===== src/rtl/ldpc_stream_encode.sv =====
// Systematic LDPC encoder with a runtime-loadable parity generator.
// Info words in on valid/ready, parity folded LANES bits per cycle.
module ldpc_stream_encode #(
  parameter int N     = 6,
  parameter int K     = 3,
  parameter int LANES = 1,
  parameter int ROW_W = (K > 1) ? $clog2(K) : 1
) (
  input  logic             clk,
  input  logic             i_rst_n,
  input  logic             i_g_we,
  input  logic [ROW_W-1:0] i_g_row,
  input  logic [N-K-1:0]   i_g_data,
  output logic             o_g_ack,
  input  logic             i_valid,
  output logic             o_ready,
  input  logic [K-1:0]     i_info,
  output logic             o_valid,
  input  logic             i_ready,
  output logic [N-1:0]     o_codeword,
  output logic             o_busy
);

  localparam int PW    = N - K;
  localparam int BEATS = K / LANES;
  localparam int CNT_W = (BEATS > 1) ? $clog2(BEATS) : 1;
  localparam logic [ROW_W:0] K_LIM = (ROW_W + 1)'(K);
  localparam logic [CNT_W-1:0] LAST = CNT_W'(BEATS - 1);

  if ((K % LANES) != 0 || K <= 0 || K >= N) begin : g_bad_cfg
    $error("ldpc_stream_encode: need 0 < K < N and K %% LANES == 0");
  end

  typedef enum logic [1:0] {
    IDLE,
    ACC,
    OUT
  } state_t;

  state_t           state;
  state_t           state_n;
  logic [PW-1:0]    p_q [K];
  logic [K-1:0]     info_q;
  logic [PW-1:0]    acc_q;
  logic [PW-1:0]    acc_n;
  logic [CNT_W-1:0] cnt_q;
  logic             accept;
  logic             row_ok;
  logic             last_beat;

  assign row_ok    = {1'b0, i_g_row} < K_LIM;
  assign last_beat = cnt_q == LAST;

  // State register
  always_ff @(posedge clk or negedge i_rst_n) begin
    if (!i_rst_n) state <= IDLE;
    else          state <= state_n;
  end

  // Next state and handshake outputs
  always_comb begin
    state_n = state;
    o_ready = 1'b0;
    o_valid = 1'b0;
    o_busy  = 1'b0;
    o_g_ack = 1'b0;
    accept  = 1'b0;
    unique case (state)
      IDLE: begin
        o_ready = 1'b1;
        o_g_ack = i_g_we & row_ok;
        accept  = i_valid;
        if (i_valid) state_n = ACC;
      end
      ACC: begin
        o_busy = 1'b1;
        if (last_beat) state_n = OUT;
      end
      OUT: begin
        o_busy  = 1'b1;
        o_valid = 1'b1;
        if (i_ready) state_n = IDLE;
      end
      default: state_n = IDLE;
    endcase
  end

  // Fold the info bits belonging to this beat into the parity
  always_comb begin
    acc_n = acc_q;
    for (int i = 0; i < K; i++) begin
      if (cnt_q == CNT_W'(i / LANES) && info_q[i])
        acc_n = acc_n ^ p_q[i];
    end
  end

  // Generator rows; writable only while idle
  always_ff @(posedge clk or negedge i_rst_n) begin
    if (!i_rst_n) begin
      for (int i = 0; i < K; i++) p_q[i] <= '0;
    end else if (o_g_ack) begin
      for (int i = 0; i < K; i++) begin
        if (i_g_row == ROW_W'(i)) p_q[i] <= i_g_data;
      end
    end
  end

  // Info latch, accumulator, beat counter and output word
  always_ff @(posedge clk or negedge i_rst_n) begin
    if (!i_rst_n) begin
      info_q     <= '0;
      acc_q      <= '0;
      cnt_q      <= '0;
      o_codeword <= '0;
    end else if (accept) begin
      info_q <= i_info;
      acc_q  <= '0;
      cnt_q  <= '0;
    end else if (state == ACC) begin
      acc_q <= acc_n;
      cnt_q <= cnt_q + 1'b1;
      if (last_beat) o_codeword <= {acc_n, info_q};
    end
  end

endmodule


===== config.mk =====
export PLATFORM = sky130hd
export DESIGN_NAME = ldpc_stream_encode
export DESIGN_NICKNAME = d
export VERILOG_FILES = /design/src/rtl/ldpc_stream_encode.sv
export SDC_FILE = /design/constraint.sdc
export NUM_CORES = 1
export LEC_CHECK = 0
export CAP_MARGIN = 20
export CELL_PAD_IN_SITES_DETAIL_PLACEMENT = 1
export CELL_PAD_IN_SITES_GLOBAL_PLACEMENT = 1
export CORE_ASPECT_RATIO = 1.1
export CORE_MARGIN = 3
export CORE_UTILIZATION = 44
export DETAILED_ROUTE_END_ITERATION = 6
export PLACE_DENSITY_LB_ADDON = 0.1
export REMOVE_ABC_BUFFERS = 1
export SETUP_SLACK_MARGIN = 0.2
export SYNTH_ARGS = -nofsm -noshare
export SYNTH_HDL_FRONTEND = slang
export SYNTH_SLANG_ARGS = --single-unit
export TNS_END_PERCENT = 10

===== constraint.sdc =====
create_clock -name clk -period 3.21 [get_ports clk]
set_input_delay 0.642 -clock clk [delete_from_list [all_inputs] [get_ports clk]]
set_output_delay 0.642 -clock clk [all_outputs]
set_load 0.03 [all_outputs]

==> out/metrics.cfg, run 1 <==
[setup_path]
crit_type = in -> out
worstReg2RegStart = cnt_q[0]$_DFFE_PN0P_
endpoint = o_g_ack
reg2reg_slack_ns = 1.48
r2r_end = o_codeword[4]$_DFFE_PN0P_
worstSetupStartpointType = primary input
critPathRequiredTime_ns = 2.57
arrival_ns = 2.01
worst-path-max-fanout = 3
r2r_cells = 6
startpoint = i_g_we
cp-end-kind = output pin

[clocking]
cts_resized = 0
cts_tree = done
htreeDepth = 1
clkSlewWorstSetupHoldPaths_ns = 0.14
cts_buffers = 3
ctsRootBufferMaster = clkbuf_4
clk_path_buf_depth = 2
clock-sinks = 25
postCtsSetupRepairBufs = 0
clk_latency_ns = 0.33
ctsHoldBuffers = 0

[floorplanning]
die_w_um = 57.9
core_region_area_um2 = 2800
die_h_um = 63.0
start_util = 0.464
ios = 23
rows = 20
dieArea_um2 = 3650

[timing]
fin_skew_ns = 0.00391
rsz0062_at_grt = false
fmax_mhz = 377
setup_slack_ns = 0.560
period_share = 0.826
tns_ns = 0
maxSlewHeadroom = 0.639
slew_viol_final = 0
worst_pin_slew_ns = 0.541
hold_viol = 0
period_minus_slack_ns = 2.65
setup_viol = 0

[final_layout]
num_antenna_cells = 0
nFillCells = 309
stdcell_count = 166
nets = 155
areaGrowthSynthToFinish_pct = 21.5
drive_gt1_frac = 0.218

[yosys]
muxShareOfSynthArea = 0.146
synth_top_area_cell = dfrtp_1
synth_top_family_by_area = multiplexers
synth-compound-area-share = 0.0817
yosys_warnings = 0
synth.distinct_cells = 22
syn_inst = 108
ys_top_cells_by_area = dfrtp_1 (48%), mux2_2 (10%), ha_1 (7.7%)
synth.avg_cell_area_um2 = 12.0
synth_xor_area_frac = 0.0817
ys_seq_area_frac = 0.481
ys_ff_latch = 25
yosys.area.top_type_share = 0.481
synthAdderAreaFrac = 0.0769
syn_area_um2 = 1300
synthSimpleGateAreaFrac = 0.0942

[worst_hold_path]
hold_path.class = reg -> reg

[route]
met2RoutedLength_mm = 1.42
drc = 0
viasPerCell = 5.30
vias = 880
top_layer_used = met4
postRouteAntennaNets = 0
dr.pass1.iters = 4
routed_wl_mm = 2.67
wl_met1_mm = 1.09
drtIter0Drc = 21
post_drt_wl_per_cell_um = 16.1
wl_met3_um = 108

[grt]
antenna_found_initial = 0
grt_pass1_wl_mm = 4.64
grt_pass1_vias = 965
grt-ovfl-total = 0
grt_max_degree = 26
grt_use_total = 0.168

[run]
cap_viol_max_count = 0

[placed_design]
place_ws_ns = 0.547
gp_congestion = 0.801
post-place-cells = 162
dp_hpwl_mm = 2.06
portBuffers = 22

[status]
status = complete, no violations

[power_and_ir_drop]
power.leakage_uw = 0.000719
ir_worst_vdd_v = 0.000485
p_per_area_nw_per_um2 = 980
power.total_uw = 1550

-- area by class of cell --
class / instances / area [µm²] / area share
well taps: 33 / 41.3 / 0.0261
clock buffers: 3 / 22.5 / 0.0142
multi-input cells: 73 / 626 / 0.396
clock inverters: 1 / 5.00 / 0.00316
repair buffers: 24 / 235 / 0.149
flip-flops and latches: 25 / 626 / 0.396
inverters: 7 / 26.3 / 0.0166
-- flip-flops by register name, indices dropped and copies added, names as in the netlist --
register    flops
p_q             9
o_codeword      6
cnt_q           2
info_q          3
acc_q           3
state           2
-- placed cells by master, fill, tap and decap left out, drive strengths merged --
| master | Yosys | routed |
|---|---|---|
| nand4b | 1 | 1 |
| xnor2 | 4 | 4 |
| nor3 | 1 | 1 |
| inv | 7 | 7 |
| clkinv | 0 | 1 |
| nand3 | 9 | 9 |
| dfrtp | 25 | 25 |
| nand2 | 8 | 8 |
| a222oi | 1 | 1 |
| o21ai | 2 | 2 |
| nor2 | 4 | 4 |
| a31o | 3 | 3 |
| ha | 8 | 8 |
| and3 | 1 | 1 |
| xnor3 | 3 | 3 |
| mux2i | 1 | 1 |
| clkdlybuf4s50 | 0 | 22 |
| clkbuf | 0 | 3 |
| buf | 3 | 2 |
| a21oi | 12 | 12 |
| mux2 | 15 | 15 |
-- worst min path at each step --
stage                       start                   end  slack (ns)  depth (start not counted)
4_1_cts        p_q[5]$_DFFE_PN0P_    p_q[5]$_DFFE_PN0P_        0.54                          1
2_1_floorplan             i_rst_n  acc_q[0]$_DFFE_PN0P_        0.35                          0
3_5_place_dp   p_q[5]$_DFFE_PN0P_    p_q[5]$_DFFE_PN0P_        0.50                          1
3_3_place_gp   p_q[5]$_DFFE_PN0P_    p_q[5]$_DFFE_PN0P_        0.49                          1
5_1_grt        p_q[5]$_DFFE_PN0P_    p_q[5]$_DFFE_PN0P_        0.55                          1
6_report       p_q[0]$_DFFE_PN0P_    p_q[0]$_DFFE_PN0P_        0.53                          1
-- kinds of logic (layout without fill, tap and decap cells) --
group                    count (synthesis)  in the layout
XOR/XNOR                                 7              7
AO/OA/AOI/OAI                           18             18
multiplexers                            16             16
AND/OR/NAND/NOR                         24             24
adder cells (fa/ha/maj)                  8              8
buffers and inverters                   10             35
flip-flops                              25             25
-- layer usage --
metal	vias to the layer above	track usage
met4	0	0.0870
met1	432	0.192
met3	4	0.0227
li1	425	-
met2	19	0.297
met5	-	0
-- stage by stage --
stage,hold WS [ns],utilization,cell area (µm²)
floorplan,0.346,-,1280
global placement,0.495,0.554,1550
detailed placement,0.505,0.554,1550
CTS,0.537,0.564,1580
global route,0.551,0.564,1580
finish,0.534,0.564,1580
-- worst max-delay path, stage by stage --
cell             delay (ns)
clkdlybuf4s50_1        0.48
nand2_1                0.09
a21oi_1                0.11
clkdlybuf4s50_1        0.68
-- Yosys cell counts (all sizes together) --
master and instances:
mux2 15, dfrtp 25, and3 1, o21ai 2
a31o 3, nor3 1, nand4b 1, mux2i 1
nand3 9, a21oi 12, buf 3, inv 7
nand2 8, ha 8, nor2 4, a222oi 1
xnor3 3, xnor2 4
-- where the power goes --
| group | switching (µW) | internal, µW |
|---|---|---|
| Sequential | 113 | 466 |
| Combinational | 422 | 404 |
| Clock | 98.9 | 46.8 |
Note: power is estimated with default switching activity, not from simulation.
==> run 2, diff against run 1 <==
--- a/config.mk
+++ b/config.mk
@@ -10,7 +10,7 @@
 export CELL_PAD_IN_SITES_GLOBAL_PLACEMENT = 1
 export CORE_ASPECT_RATIO = 1.1
 export CORE_MARGIN = 3
-export CORE_UTILIZATION = 44
+export CORE_UTILIZATION = 41
 export DETAILED_ROUTE_END_ITERATION = 6
 export PLACE_DENSITY_LB_ADDON = 0.1
 export REMOVE_ABC_BUFFERS = 1
==> constraint.sdc (replaced) <==
create_clock -name clk -period 2.7 [get_ports clk]
set_input_delay 0.54 -clock clk [delete_from_list [all_inputs] [get_ports clk]]
set_output_delay 0.54 -clock clk [all_outputs]
set_load 0.03 [all_outputs]
==> run 2 against run 1 <==
  * Power increased by 17%
  * Final area did not move
  * First-iteration DRC count up 48%
  * Via count is 2.7% higher
  * Register-to-register slack lost 0.48 ns
  * Setup slack got worse by 0.16 ns
  * Largest power group unchanged
  * Sequential share of layout area stayed put
  * Flip-flop and latch count did not move
  * Clock power grew 12%
  * Highest routed layer unchanged
  * Cell count is the same
  * Count of clock-buffer cells in the layout increased by 1
  * Clock skew down 0.00071 ns
==> out/metrics.cfg, run 2 (same netlist as run 1, synthesis figures left out) <==
[status]
status = complete, no violations

[timing]
maxSlewHeadroom = 0.646  ; +0.00663
period_share = 0.852
hold_viol = 0  ; unchanged
worst_pin_slew_ns = 0.532  ; -0.00995 ns
setup_viol = 0  ; unchanged
tns_ns = 0  ; unchanged
slew_viol_final = 0  ; unchanged
period_minus_slack_ns = 2.30
fin_skew_ns = 0.00320  ; -0.000708 ns
rsz0062_at_grt = false
fmax_mhz = 435
setup_slack_ns = 0.399  ; -0.161 ns

[route]
dr.pass1.iters = 4  ; unchanged
drc = 0  ; unchanged
postRouteAntennaNets = 0  ; unchanged
vias = 904  ; +2.7%
post_drt_wl_per_cell_um = 15.2  ; -5.3%
routed_wl_mm = 2.53  ; -5.3%
viasPerCell = 5.45  ; +2.7%
drtIter0Drc = 31  ; +48%

[grt]
grt_max_degree = 26  ; unchanged
antenna_found_initial = 0  ; unchanged
grt_pass1_wl_mm = 4.46  ; -3.9%
grt_use_total = 0.151  ; -0.0169
grt-ovfl-total = 0  ; unchanged
grt_pass1_vias = 995  ; +3.1%

[floorplanning]
die_w_um = 59.7  ; +3.2%
dieArea_um2 = 3890  ; +6.6%
core_region_area_um2 = 2900  ; +3.6%
die_h_um = 65.1  ; +3.3%
ios = 23  ; unchanged
rows = 20  ; unchanged
start_util = 0.448  ; -0.0160

[clocking]
clkSlewWorstSetupHoldPaths_ns = 0.13  ; about the same
clk_path_buf_depth = 2  ; unchanged
cts_tree = done
cts_buffers = 3  ; unchanged
htreeDepth = 1  ; unchanged
ctsRootBufferMaster = clkbuf_4
clock-sinks = 25  ; unchanged
clk_latency_ns = 0.31  ; -0.02 ns

[run]
cap_viol_max_count = 0  ; unchanged

[final_layout]
areaGrowthSynthToFinish_pct = 21.5  ; unchanged
largest_reg_flops = 9  ; unchanged
reg_top3 = p_q: 9 flops, o_codeword: 6 flops
nets = 155  ; unchanged
drive_gt1_frac = 0.211  ; -0.00752
finalInstanceArea_um2 = 1580  ; unchanged
num_antenna_cells = 0  ; unchanged
largest-register = p_q
final_common_cell = dfrtp_1
final_cell_mix = dfrtp_1 (25), clkdlybuf4s50_1 (20), a21oi_1 (12), mux2_2 (12), nand3_1 (9)

[setup_path]
r2r_end = o_codeword[1]$_DFFE_PN0P_
crit_buf_inv = 2  ; unchanged
crit_chain = inv_1, ha_1, clkdlybuf4s50_1
worst_path_max_delay_cell = clkdlybuf4s50_1
worstReg2RegStart = state[0]$_DFFE_PN0P_
r2r_cells = 6  ; unchanged
crit_type = reg -> out
worst-path-max-fanout = 4  ; +1
critPathRequiredTime_ns = 2.16  ; -0.41 ns
max_stage_delay_ns = 0.67  ; about the same
cpLargestDelayFamily = buffers and inverters
arrival_ns = 1.76  ; -0.25 ns
reg2reg_slack_ns = 1.00  ; -0.48 ns
worstSetupStartpointType = flip-flop
cp-end-kind = output pin

[worst_hold_path]
hold-path-endpoint = p_q[5]$_DFFE_PN0P_
hold_start = p_q[5]$_DFFE_PN0P_
hold_path.class = reg -> reg
hold_depth = 1  ; unchanged

[power_and_ir_drop]
ir_worst_vdd_v = 0.000572  ; +18%
p_per_area_nw_per_um2 = 1150  ; +17%
power.leakage_uw = 0.000729  ; +1.5%

[placed_design]
dpl_cell_area_um2 = 1550  ; unchanged
portBuffers = 22  ; unchanged
gp_congestion = 0.821  ; +2.5%
place_ws_ns = 0.233  ; -0.313 ns
dp_hpwl_mm = 2.00  ; -2.9%

[run 2: layout make-up]
class                   count  area [µm²]
repair buffers             24         236
well taps                  33        41.3
multi-input cells          73         626
flip-flops and latches     25         626
inverters                   7        26.3
fillers                   340        1320
clock buffers               4        26.3
[run 2: layer usage]
layer  global-route usage  share of wire
met5                    0              0
met4               0.0332         0.0083
met3               0.0299          0.043
met2                0.282           0.54
met1                0.171           0.41
[run 2: repair_timing]
item / in CTS / in global routing
endpoints found under the setup margin: 2 / 1
hold buffers: 0 / 0
gates resized for setup: 1 / 1
setup buffers: 0 / 0
[run 2: report_power, final]
part           switching, µW  total (µW)  internal, µW  leakage [µW]
Sequential               133         687           554      0.000307
Clock                    106         164          57.6     0.0000150
Combinational            494         970           477      0.000407
[run 2: worst register-to-register path: cells and delay by family, from the launching register on]
family / cells / cell delay, ns
adder cells (fa/ha/maj): 1 / 0.22
AND/OR/NAND/NOR: 2 / 0.39
buffers and inverters: 2 / 0.28
multiplexers: 1 / 0.32
flip-flops: 1 / 0.40
[run 2: how the worst max path moves through the flow]
stage	from	endpoint	cells after the start
3_3_place_gp	i_g_we	o_g_ack	4
3_5_place_dp	i_g_we	o_g_ack	4
5_1_grt	state[0]$_DFFE_PN0P_	o_busy	3
6_report	state[0]$_DFFE_PN0P_	o_busy	3
2_1_floorplan	state[0]$_DFFE_PN0P_	o_g_ack	4
4_1_cts	state[1]$_DFFE_PN0P_	o_ready	4
[run 2: metrics by stage]
stage / cells / util / hold WS (ns) / power, µW
floorplan: 105 / - / 0.244 / 1360
global placement: 162 / 0.535 / 0.494 / 1640
detailed placement: 162 / 0.535 / 0.501 / 1690
CTS: 166 / 0.544 / 0.534 / 1860
global route: 166 / 0.545 / 0.556 / 1980
finish: 166 / 0.545 / 0.530 / 1820
